--- src/rtl/fetch_queue_pkg.sv ---
// Shared types for the fetch queue: CPU word, fault causes, queue entries
// and the fetch control state.
package base;

  typedef logic [31:0] cpu_word;

  typedef enum logic [1:0] {
    FAULT_NONE       = 2'd0,
    FAULT_ADDRESS    = 2'd1,
    FAULT_EXEC       = 2'd2,
    FAULT_MISALIGNED = 2'd3
  } fetch_fault_t;

  typedef enum logic {
    FQ_RUN    = 1'b0,
    FQ_HALTED = 1'b1
  } fq_state_t;

  typedef struct packed {
    cpu_word      pc;
    cpu_word      word;
    fetch_fault_t fault;
  } fetch_entry_t;

  // Fault cause for one fetch. Misalignment wins because the region is
  // never consulted for a misaligned address.
  function automatic fetch_fault_t fetch_cause(input cpu_word pc,
                                               input logic fault_address,
                                               input logic fault_exec);
    fetch_fault_t c;
    if (pc[1:0] != 2'b00)   c = FAULT_MISALIGNED;
    else if (fault_address) c = FAULT_ADDRESS;
    else if (fault_exec)    c = FAULT_EXEC;
    else                    c = FAULT_NONE;
    return c;
  endfunction

endpackage

--- src/rtl/fetch_queue_if.sv ---
// Bundle of the region exec port, the decode handshake and the redirect.
// Handshake: an entry moves from queue to decode in a cycle where
// instr_valid and instr_ready are both high at the rising clock edge;
// instr_valid does not depend on instr_ready, and the head fields hold
// while instr_valid && !instr_ready unless a redirect or reset occurs.
interface fetch_queue_if;
  import base::*;

  cpu_word      address_exec;
  cpu_word      exec_word;
  logic         fault_address;
  logic         fault_exec;
  logic         instr_valid;
  logic         instr_ready;
  cpu_word      instr_word;
  cpu_word      instr_pc;
  fetch_fault_t instr_fault;
  logic         redirect_valid;
  cpu_word      redirect_pc;

  // Fetch queue side.
  modport master (
    output address_exec,
    input  exec_word, fault_address, fault_exec,
    output instr_valid, instr_word, instr_pc, instr_fault,
    input  instr_ready,
    input  redirect_valid, redirect_pc
  );

  // Memory region / decode / redirect side.
  modport slave (
    input  address_exec,
    output exec_word, fault_address, fault_exec,
    input  instr_valid, instr_word, instr_pc, instr_fault,
    output instr_ready,
    output redirect_valid, redirect_pc
  );

endinterface

--- src/rtl/fetch_fifo.sv ---
// Circular buffer of fetched entries with wrap-around pointers, an
// occupancy count and a single-cycle flush.
module fetch_fifo
  import base::*;
#(
  parameter int DEPTH = 4,
  localparam int PW = $clog2(DEPTH),
  localparam int CW = $clog2(DEPTH + 1)
) (
  input  logic          clk,
  input  logic          rst,
  input  logic          flush_i,
  input  logic          push_i,
  input  logic          pop_i,
  input  fetch_entry_t  push_entry_i,
  output fetch_entry_t  head_o,
  output logic [CW-1:0] count_o
);

  fetch_entry_t  mem_q [DEPTH];
  logic [PW-1:0] wr_ptr_q, wr_ptr_d;
  logic [PW-1:0] rd_ptr_q, rd_ptr_d;
  logic [CW-1:0] count_q, count_d;

  // Entry storage; contents are only meaningful below the count.
  always_ff @(posedge clk) begin
    if (push_i) mem_q[wr_ptr_q] <= push_entry_i;
  end

  // Pointer and count next-state; flush wins over push/pop.
  always_comb begin
    wr_ptr_d = wr_ptr_q;
    rd_ptr_d = rd_ptr_q;
    count_d  = count_q;
    if (flush_i) begin
      wr_ptr_d = '0;
      rd_ptr_d = '0;
      count_d  = '0;
    end else begin
      if (push_i) wr_ptr_d = wr_ptr_q + PW'(1);
      if (pop_i)  rd_ptr_d = rd_ptr_q + PW'(1);
      count_d = count_q + CW'(push_i) - CW'(pop_i);
    end
  end

  // Pointer and count registers.
  always_ff @(posedge clk) begin
    if (rst) begin
      wr_ptr_q <= '0;
      rd_ptr_q <= '0;
      count_q  <= '0;
    end else begin
      wr_ptr_q <= wr_ptr_d;
      rd_ptr_q <= rd_ptr_d;
      count_q  <= count_d;
    end
  end

  assign head_o  = mem_q[rd_ptr_q];
  assign count_o = count_q;

endmodule

--- src/rtl/fetch_queue.sv ---
// Instruction prefetch queue: fetches sequentially from the exec region,
// buffers up to DEPTH entries, halts after a faulting fetch and restarts
// on redirect.
module fetch_queue
  import base::*;
#(
  parameter int      DEPTH    = 4,
  parameter cpu_word RESET_PC = 32'h0,
  localparam int     CW       = $clog2(DEPTH + 1)
) (
  input  logic           clk,
  input  logic           rst,
  fetch_queue_if.master  bus,
  output fq_state_t      state_o,
  output logic [CW-1:0]  count_o
);

  fq_state_t     state_q, state_d;
  cpu_word       fetch_pc_q, fetch_pc_d;
  logic          push;
  logic          pop;
  logic [CW-1:0] count;
  fetch_fault_t  cause;
  fetch_entry_t  push_entry;
  fetch_entry_t  head;

  assign cause = fetch_cause(fetch_pc_q, bus.fault_address, bus.fault_exec);

  // A misaligned fetch never reads the region, so its word is zero.
  assign push_entry.pc    = fetch_pc_q;
  assign push_entry.word  = (cause == FAULT_MISALIGNED) ? '0 : bus.exec_word;
  assign push_entry.fault = cause;

  // A redirect discards the whole queue, so a same-cycle pop is dropped.
  assign pop = bus.instr_valid && bus.instr_ready && !bus.redirect_valid;

  // Fetch control: next state, next fetch pc and the push decision.
  always_comb begin
    state_d    = state_q;
    fetch_pc_d = fetch_pc_q;
    push       = 1'b0;
    if (bus.redirect_valid) begin
      state_d    = FQ_RUN;
      fetch_pc_d = bus.redirect_pc;
    end else if (state_q == FQ_RUN && (count < CW'(DEPTH) || pop)) begin
      push       = 1'b1;
      fetch_pc_d = fetch_pc_q + 32'd4;
      if (cause != FAULT_NONE) state_d = FQ_HALTED;
    end
  end

  // Fetch control registers; reset overrides redirect and all traffic.
  always_ff @(posedge clk) begin
    if (rst) begin
      state_q    <= FQ_RUN;
      fetch_pc_q <= RESET_PC;
    end else begin
      state_q    <= state_d;
      fetch_pc_q <= fetch_pc_d;
    end
  end

  fetch_fifo #(.DEPTH(DEPTH)) u_fifo (
    .clk          (clk),
    .rst          (rst),
    .flush_i      (bus.redirect_valid),
    .push_i       (push),
    .pop_i        (pop),
    .push_entry_i (push_entry),
    .head_o       (head),
    .count_o      (count)
  );

  assign bus.address_exec = fetch_pc_q;
  assign bus.instr_valid  = (count != '0);
  assign bus.instr_word   = bus.instr_valid ? head.word  : '0;
  assign bus.instr_pc     = bus.instr_valid ? head.pc    : '0;
  assign bus.instr_fault  = bus.instr_valid ? head.fault : FAULT_NONE;

  assign state_o = state_q;
  assign count_o = count;

endmodule

--- src/flat_wrapper.sv ---
// flat-port wrapper written by rule: the top's interface ports become plain ports
module fetch_queue_flat import base::*;
#(
  parameter int      DEPTH    = 4,
  parameter cpu_word RESET_PC = 32'h0,
  localparam int     CW       = $clog2(DEPTH + 1)
)
  (clk, rst, state_o, count_o, bus_address_exec, bus_exec_word, bus_fault_address, bus_fault_exec, bus_instr_valid, bus_instr_word, bus_instr_pc, bus_instr_fault, bus_instr_ready, bus_redirect_valid, bus_redirect_pc);
  fetch_queue_if bus_i ();
  input  logic clk;
  input  logic rst;
  output fq_state_t state_o;
  output logic [CW-1:0] count_o;
  output wire logic [$bits(bus_i.address_exec)-1:0] bus_address_exec;
  input wire logic [$bits(bus_i.exec_word)-1:0] bus_exec_word;
  input wire logic [$bits(bus_i.fault_address)-1:0] bus_fault_address;
  input wire logic [$bits(bus_i.fault_exec)-1:0] bus_fault_exec;
  output wire logic [$bits(bus_i.instr_valid)-1:0] bus_instr_valid;
  output wire logic [$bits(bus_i.instr_word)-1:0] bus_instr_word;
  output wire logic [$bits(bus_i.instr_pc)-1:0] bus_instr_pc;
  output wire logic [$bits(bus_i.instr_fault)-1:0] bus_instr_fault;
  input wire logic [$bits(bus_i.instr_ready)-1:0] bus_instr_ready;
  input wire logic [$bits(bus_i.redirect_valid)-1:0] bus_redirect_valid;
  input wire logic [$bits(bus_i.redirect_pc)-1:0] bus_redirect_pc;
  assign bus_address_exec = bus_i.address_exec;
  assign bus_i.exec_word = bus_exec_word;
  assign bus_i.fault_address = bus_fault_address;
  assign bus_i.fault_exec = bus_fault_exec;
  assign bus_instr_valid = bus_i.instr_valid;
  assign bus_instr_word = bus_i.instr_word;
  assign bus_instr_pc = bus_i.instr_pc;
  assign bus_instr_fault = bus_i.instr_fault;
  assign bus_i.instr_ready = bus_instr_ready;
  assign bus_i.redirect_valid = bus_redirect_valid;
  assign bus_i.redirect_pc = bus_redirect_pc;
  fetch_queue #(.DEPTH(DEPTH), .RESET_PC(RESET_PC)) u_core (.clk(clk), .rst(rst), .bus(bus_i), .state_o(state_o), .count_o(count_o));
endmodule
--- config.mk ---
export PLATFORM = sky130hd
export DESIGN_NAME = fetch_queue_flat
export DESIGN_NICKNAME = d
export VERILOG_FILES = /design/src/rtl/fetch_queue_pkg.sv /design/src/rtl/fetch_queue_if.sv /design/src/rtl/fetch_fifo.sv /design/src/rtl/fetch_queue.sv /design/src/flat_wrapper.sv
export SDC_FILE = /design/constraint.sdc
export NUM_CORES = 1
export LEC_CHECK = 0
export BUFFER_PORTS_ARGS = -buffer_cell sky130_fd_sc_hd__buf_2
export CAP_MARGIN = 20
export CORE_AREA = 2 2 166 168
export DETAILED_ROUTE_END_ITERATION = 16
export DIE_AREA = 0 0 168 170
export PLACE_DENSITY = 0.67
export SYNTH_ARGS = -nofsm -noshare
export SYNTH_HDL_FRONTEND = slang
export SYNTH_HIERARCHICAL = 1
export SYNTH_SLANG_ARGS = --single-unit
--- constraint.sdc ---
create_clock -name clk -period 3.7 [get_ports clk]
set_clock_uncertainty 0.15 [all_clocks]
set_input_delay 0.555 -clock clk [delete_from_list [all_inputs] [get_ports clk]]
set_output_delay 0.555 -clock clk [all_outputs]
set_load 0.005 [all_outputs]
==> results of run 1 <==
-- flip-flops by register name, summed over array words and instances, names as in the netlist, named ones only --
register	cells
u_core/u_fifo/wr_ptr_q	2
u_core/u_fifo/mem_q	264
u_core/u_fifo/count_o	3
u_core/bus.address_exec	32
u_core/state_o	1
u_core/u_fifo/rd_ptr_q	2
-- cell families (layout without fill, tap and decap cells) --
kind of cell               count (synthesis)  in the layout  share of synthesized area
DFF                                      306            306                      0.693
and+or+nand+nor                          214            214                     0.0966
buffers and inverters                     86            261                     0.0391
muxes                                     69             69                      0.120
AOI/OAI and AO/OA                         42             42                     0.0235
xor gates and xnor gates                  27             27                     0.0199
adders and majority gates                  8              8                    0.00850
-- routing by layer --
layer | GRT usage | up-vias
met5 | 0 | -
met1 | 0.268 | 3422
met4 | 0.0575 | 0
li1 | - | 3155
met2 | 0.300 | 241
met3 | 0.0293 | 48
-- power by group --
group	leakage, nW	internal (mW)	switching, mW	total [mW]
Combinational	1.98	0.229	0.258	0.487
Clock	0.500	1.87	1.23	3.10
Sequential	2.81	3.89	0.0896	3.98
Total	5.29	5.99	1.57	7.56
-- path summary, 6_finish.rpt --
check / from / to / slack (ps) / cells after the start
max: flop / bus_instr_pc[29] / 540 / 4
min: bus_redirect_pc[1] / u_core/bus.address_exec[1] / 90 / 3
max reg2reg: u_core/bus.address_exec[10] / u_core/bus.address_exec[28] / 950 / 5
min reg2reg: u_core/u_fifo/rd_ptr_q[0] / flop / 400 / 2
-- final cells by class --
cell class,count,area (µm²),area share
clock buffer,41,843,0.0572
sequential,306,8780,0.596
clock inverter,16,180,0.0122
tap,341,427,0.0290
timing repair buffer,189,1040,0.0705
multi-input combinational,360,3410,0.232
inverter,15,56.3,0.00382
-- tightest hold or removal path, stage by stage --
cell and delay (ps):
sky130_fd_sc_hd__buf_2 70, sky130_fd_sc_hd__mux2i_1 60, sky130_fd_sc_hd__nor2_1 70
-- through the flow --
step	total power [mW]	hold slack, ps
final	7.56	91.9
after global routing	7.83	76.8
after CTS	7.65	65.7
after detailed placement	4.54	369
after global placement	4.54	357
after floorplan	4.33	333
-- Yosys cell counts (2+ instances only) --
cell,n,area share
sky130_fd_sc_hd__o21bai_1,2,0.0012
sky130_fd_sc_hd__inv_1,15,0.0044
sky130_fd_sc_hd__clkbuf_1,25,0.0074
sky130_fd_sc_hd__nor4_1,9,0.0044
sky130_fd_sc_hd__buf_4,34,0.020
sky130_fd_sc_hd__mux4_2,66,0.12
sky130_fd_sc_hd__a21oi_1,7,0.0028
sky130_fd_sc_hd__a21o_1,3,0.0018
sky130_fd_sc_hd__edfxtp_1,264,0.63
sky130_fd_sc_hd__xnor2_1,15,0.010
sky130_fd_sc_hd__nand2_1,18,0.0053
sky130_fd_sc_hd__nand2b_1,2,0.00099
sky130_fd_sc_hd__ha_1,7,0.0069
sky130_fd_sc_hd__nor4b_1,2,0.0014
sky130_fd_sc_hd__buf_2,6,0.0024
sky130_fd_sc_hd__nand3_1,13,0.0051
sky130_fd_sc_hd__dfxtp_1,42,0.066
sky130_fd_sc_hd__or3_1,4,0.0020
sky130_fd_sc_hd__o21ai_0,3,0.0012
sky130_fd_sc_hd__a311oi_1,5,0.0035
sky130_fd_sc_hd__or4_1,2,0.0012
sky130_fd_sc_hd__nor3_1,4,0.0016
sky130_fd_sc_hd__and4_1,4,0.0028
sky130_fd_sc_hd__xor2_1,11,0.0076
sky130_fd_sc_hd__nand4_1,7,0.0035
sky130_fd_sc_hd__or2_2,2,0.00099
sky130_fd_sc_hd__a211oi_1,19,0.011
sky130_fd_sc_hd__and2_1,103,0.051
sky130_fd_sc_hd__nor2_1,35,0.010
sky130_fd_sc_hd__buf_6,5,0.0044
sky130_fd_sc_hd__and3_1,5,0.0025
sky130_fd_sc_hd__mux2i_1,3,0.0024
==> results.md, run 1 <==
- RSZ-0062 raised after global routing: no
- Layout net count: around 980
- Run status: complete, no violations
- P_leak: about 5.3 nW
- Area after detailed placement: 0.0137 mm²
- Routability-driven placement congestion ratio: roughly 0.75
- Routed wirelength normalized by instance count: between 20 and 25 µm
- Average via count per standard cell: 5.41
- Cell with the biggest individual delay on the critical path: sky130_fd_sc_hd__dfxtp_4
- Library cells used by synthesis: 42
- Setup slack after placement: 1050 ps
- Postcts setup bufs: 0
- Initial DRC count: 480
- Number of detailed-routing iterations run before antenna repair: 4
- Critical path data required time: 2990 ps
- Most used cells in the layout excluding fill and tap cells: sky130_fd_sc_hd__edfxtp_1 (264), sky130_fd_sc_hd__buf_2 (172), sky130_fd_sc_hd__and2_1 (99)
- Drt drc: 0
- Measured slew at the worst slew-check pin: 944 ps
- Clock latency reported for the late side of the worst-skew pair: 560 ps
- Non-filler instance count after layout: 1,268
- Worst path arrival time: ~2500 ps
- Fin crit share: 0.854
- Largest stage delay on the critical path: 680 ps
- DP Cell Count: around 1,200
- CTS tree: yes
- Total length of routed met2 wires: 12,400 µm
- Primary flip-flop cell chosen by synthesis mapping: sky130_fd_sc_hd__edfxtp_1
- Hold WC Path Type: in2reg
- Starting Density: 0.475
- Number of H-tree levels: 1
- Wire length on met1: about 12,000 µm
- Hold Violations, Final: 0
- Share of the yosys chip area belonging to registers: 0.693
- Post-synthesis cell area: between 0.01 and 0.015 mm²
- Setup total negative slack: 0 ps
- Sort of element at the start of the critical path: flop
- Largest net degree at the start of global routing: 68
- Cts bufs inserted: 31
- Core box area: 0.0267 mm²
- Layout cells sized above 1: 0.338
- Initial antenna violation count: 0
- Highest Clock Rate: 317 MHz
- All-Layer GR Usage: 0.187
- Port Buffers: 172
- Ports placed on the boundary: 173
- Master cell of the clock root buffer: sky130_fd_sc_hd__clkbuf_16
- Worst-case setup margin in the final layout: ~540 ps
- Yosys warning count: 6
- Count of final setup violators: 0
- Overall die area: 0.0286 mm²
- Number of sinks driven by the clock tree: 306
- Share of synthesized flip-flops with an asynchronous set or reset: 0
- Headroom to the max-slew limit: 0.365
- Layout Utilization: 0.553
- Post-route ant nets: 0
- Number of synthesized flops with an enable pin: around 260
- Row Count: 60
- Register bit count reported by yosys: 306
- Post-Syn Area per Cell: 16.8 µm²
- Kind of end point of the critical path: output port
- HPWL after detailed placement: ~17,000 µm
- DR vias: roughly 7,000
- Die width: 168 µm
- Nets in the synthesized netlist: slightly above 800
- Area Overhead vs Synth: 16.4%
- Power per Cell Area: ~510 mW/mm²
- Clock transition time at the flip-flop clock pins of the worst setup and hold paths: 60 ps
- Leading cell type in the layout, fill and taps excluded: sky130_fd_sc_hd__edfxtp_1
- Worst-case vdd ir drop: 0.355 mV
- Die span in y: 170 µm
- Worst Path Max Fanout: 25
- Sequence of cells on the critical path: buf_4 > mux4_2 > and2_1 > buf_2
- Buffers plus inverters on the worst setup path: 2
- Max-slew violation count: 0
- Quantity of hold-fixing buffers added after cts: 0
- Max-cap check violation count: 0
- Clk buf depth: 3
- Highest metal layer with signal wires: met4
- N_diodes: 0
- Final design area excluding fillers: 0.0147 mm²
- Crit path time final: roughly 3200 ps
- Global-route wire length before repair: 40,600 µm
- # resized after CTS: 0
- Cell count after synthesis: 752
- Amount of wire on met3 after detailed routing: around 1500 µm
- Final wirelength: 26,600 µm
- Total congestion overflow: 0
- Critical Setup Path Class: reg2out
- Number of global-route vias before repair: 6,932
- Kind of cell with the highest combined delay on the critical path: flip-flops
- Total of fill cells in the finished design: ~2,100
No activity file was read; power rests on OpenSTA's default activity.
==> run 2, diff against run 1 <==
--- a/config.mk
+++ b/config.mk
@@ -6,10 +6,10 @@
 export NUM_CORES = 1
 export LEC_CHECK = 0
 export BUFFER_PORTS_ARGS = -buffer_cell sky130_fd_sc_hd__buf_2
-export CAP_MARGIN = 20
 export CORE_AREA = 2 2 166 168
 export DETAILED_ROUTE_END_ITERATION = 16
 export DIE_AREA = 0 0 168 170
+export MAX_ROUTING_LAYER = met4
 export PLACE_DENSITY = 0.67
 export SYNTH_ARGS = -nofsm -noshare
 export SYNTH_HDL_FRONTEND = slang
==> results.md, run 2 (same netlist as run 1, synthesis figures left out) <==
- Row Count: 60 (unchanged)
- Quantity of hold-fixing buffers added after cts: 0 (unchanged)
- Global-route wire length before repair: 40,600 µm (about the same)
- Most used cells in the layout excluding fill and tap cells: sky130_fd_sc_hd__edfxtp_1 (264), sky130_fd_sc_hd__buf_2 (172), sky130_fd_sc_hd__and2_1 (99)
- Cts bufs inserted: 31 (unchanged)
- Final wirelength: 26,500 µm (-0.27%)
- Die width: 168 µm (unchanged)
- Clock transition time at the flip-flop clock pins of the worst setup and hold paths: 60 ps (about the same)
- RSZ-0062 raised after global routing: no
- Measured slew at the worst slew-check pin: 960 ps (+16.7 ps)
- Reg with most FFs: u_core/u_fifo/mem_q
- N_diodes: 0 (unchanged)
- DP Cell Count: 1,211 (unchanged)
- Master cell of the clock root buffer: sky130_fd_sc_hd__clkbuf_16
- Overall die area: 0.0286 mm² (unchanged)
- Run status: complete, no violations
- Post-route ant nets: 0 (unchanged)
- Layout net count: 981 (unchanged)
- Ports placed on the boundary: 173 (unchanged)
- Average via count per standard cell: 5.42 (about the same)
- Hold WC Path Type: in2reg
- Sequential cell area: 0.00878 mm² (unchanged)
- Worst-case vdd ir drop: 0.355 mV (+0.16%)
- HPWL after detailed placement: 16,600 µm (unchanged)
- Highest Clock Rate: 316 MHz (-0.15%)
- Worst hold path depth: 3 (unchanged)
- Layout Utilization: 0.553 (unchanged)
- Endpoint of the lowest-slack register-to-register path: u_core/bus.address_exec[28]
- Max-slew violation count: 0 (unchanged)
- Max-cap check violation count: 0 (unchanged)
- Number of detailed-routing iterations run before antenna repair: 5 (+1)
- DR vias: 6,867 (+0.015%)
- Area after detailed placement: 0.0137 mm² (unchanged)
- Final design area excluding fillers: 0.0147 mm² (unchanged)
- Area Overhead vs Synth: 16.4% (unchanged)
- Clock latency reported for the late side of the worst-skew pair: 560 ps (about the same)
- Largest net degree at the start of global routing: 68 (unchanged)
- Hold Violations, Final: 0 (unchanged)
- Setup total negative slack: 0 ps (unchanged)
- Non-filler instance count after layout: 1,268 (unchanged)
- Kind of end point of the critical path: output port
- Critical Setup Path Class: reg2out
- Power per Cell Area: 513 mW/mm² (about the same)
- Critical path data required time: 2990 ps (about the same)
- Layout cells sized above 1: 0.338 (unchanged)
- Headroom to the max-slew limit: 0.354 (-0.0112)
- Die span in y: 170 µm (unchanged)
- Crit path time final: 3160 ps (+4.84 ps)
- CTS tree: yes
- Sort of element at the start of the critical path: flop
- Starting Density: 0.475 (unchanged)
- Drt drc: 0 (unchanged)
- Worst Path Max Fanout: 25 (unchanged)
- # resized after CTS: 0 (unchanged)
- R2R Path Start: u_core/bus.address_exec[10]
- Port Buffers: 172 (unchanged)
- Number of flip-flops in the largest register: 264 (unchanged)
- Number of H-tree levels: 1 (unchanged)
- Count of final setup violators: 0 (unchanged)
- Clk buf depth: 3 (unchanged)
- Worst path arrival time: 2460 ps (about the same)
- Initial DRC count: 471 (-1.9%)
- Fin crit share: 0.855 (+0.00131)
- Register-to-Register Path Depth: 5 (unchanged)
- Routed wirelength normalized by instance count: 20.9 µm (-0.27%)
- Multi-input combinational cell area: 0.00341 mm² (unchanged)
- Number of global-route vias before repair: 6,930 (-0.029%)
- Hold EP: u_core/bus.address_exec[1]
- Postcts setup bufs: 0 (unchanged)
- All-Layer GR Usage: 0.193 (+0.00558)
- Start point of the worst hold path: bus_redirect_pc[1]
- Total of fill cells in the finished design: 2,114 (unchanged)
- Leading cell type in the layout, fill and taps excluded: sky130_fd_sc_hd__edfxtp_1
- Number of sinks driven by the clock tree: 306 (unchanged)
- FF-to-FF setup slack: 950 ps (about the same)
- Total congestion overflow: 0 (unchanged)
- Routability-driven placement congestion ratio: 0.759 (+1.3%)
- Initial antenna violation count: 0 (unchanged)
- Core box area: 0.0267 mm² (unchanged)
- P_leak: 5.29 nW (unchanged)
-- run 2: cell counts in the layout (fill, tap and decap cells not counted) --
No cell type changed its count.
-- run 2: how the worst max path moves through the flow --
stage,cells after the start,start,end
3_5_place_dp,5,u_core/bus.address_exec[10],u_core/bus.address_exec[28]
2_1_floorplan,3,bus_redirect_valid,u_core/u_fifo/mem_q[0][0]
5_1_grt,4,flop,bus_instr_pc[29]
3_3_place_gp,4,flop,bus_instr_pc[29]
4_1_cts,4,flop,bus_instr_pc[29]
6_report,4,flop,bus_instr_pc[29]
-- run 2: cell type report --
| cell class | count | area share |
|---|---|---|
| Clock buffer | 41 | 0.0572 |
| Clock inverter | 16 | 0.0122 |
| Inverter | 15 | 0.00382 |
| Multi-Input combinational cell | 360 | 0.232 |
| Sequential cell | 306 | 0.596 |
| Tap cell | 341 | 0.0290 |
| Timing Repair Buffer | 189 | 0.0705 |
-- run 2: metrics by stage --
| stage | hold slack [ps] | total power [mW] | setup WS (ps) |
|---|---|---|---|
| 3_5_place_dp | 369 | 4.54 | 1050 |
| 2_1_floorplan | 333 | 4.33 | 232 |
| 6_report | 89.4 | 7.56 | 537 |
| 3_3_place_gp | 357 | 4.54 | 1070 |
| 4_1_cts | 65.7 | 7.65 | 470 |
| 5_1_grt | 76.8 | 7.83 | 374 |
-- run 2: report_power, final --
group	total (mW)	internal (mW)	leakage (nW)	switching [mW]
Combinational	0.486	0.229	1.98	0.257
Sequential	3.98	3.89	2.81	0.0893
Clock	3.10	1.87	0.500	1.23
-- run 2: critical path: stages, from the launching register on --
cell                      delay, ps
sky130_fd_sc_hd__dfxtp_4        680
sky130_fd_sc_hd__buf_4          340
sky130_fd_sc_hd__mux4_2         520
sky130_fd_sc_hd__and2_1         180
sky130_fd_sc_hd__buf_2          140
-- run 2: metal layers --
metal  up-vias  share of wire  GRT usage
met3        49          0.059     0.0263
met2       246           0.47      0.300
met4         0          0.026     0.0575
met5         -              0          -
li1       3151              -          -
met1      3421           0.45      0.269
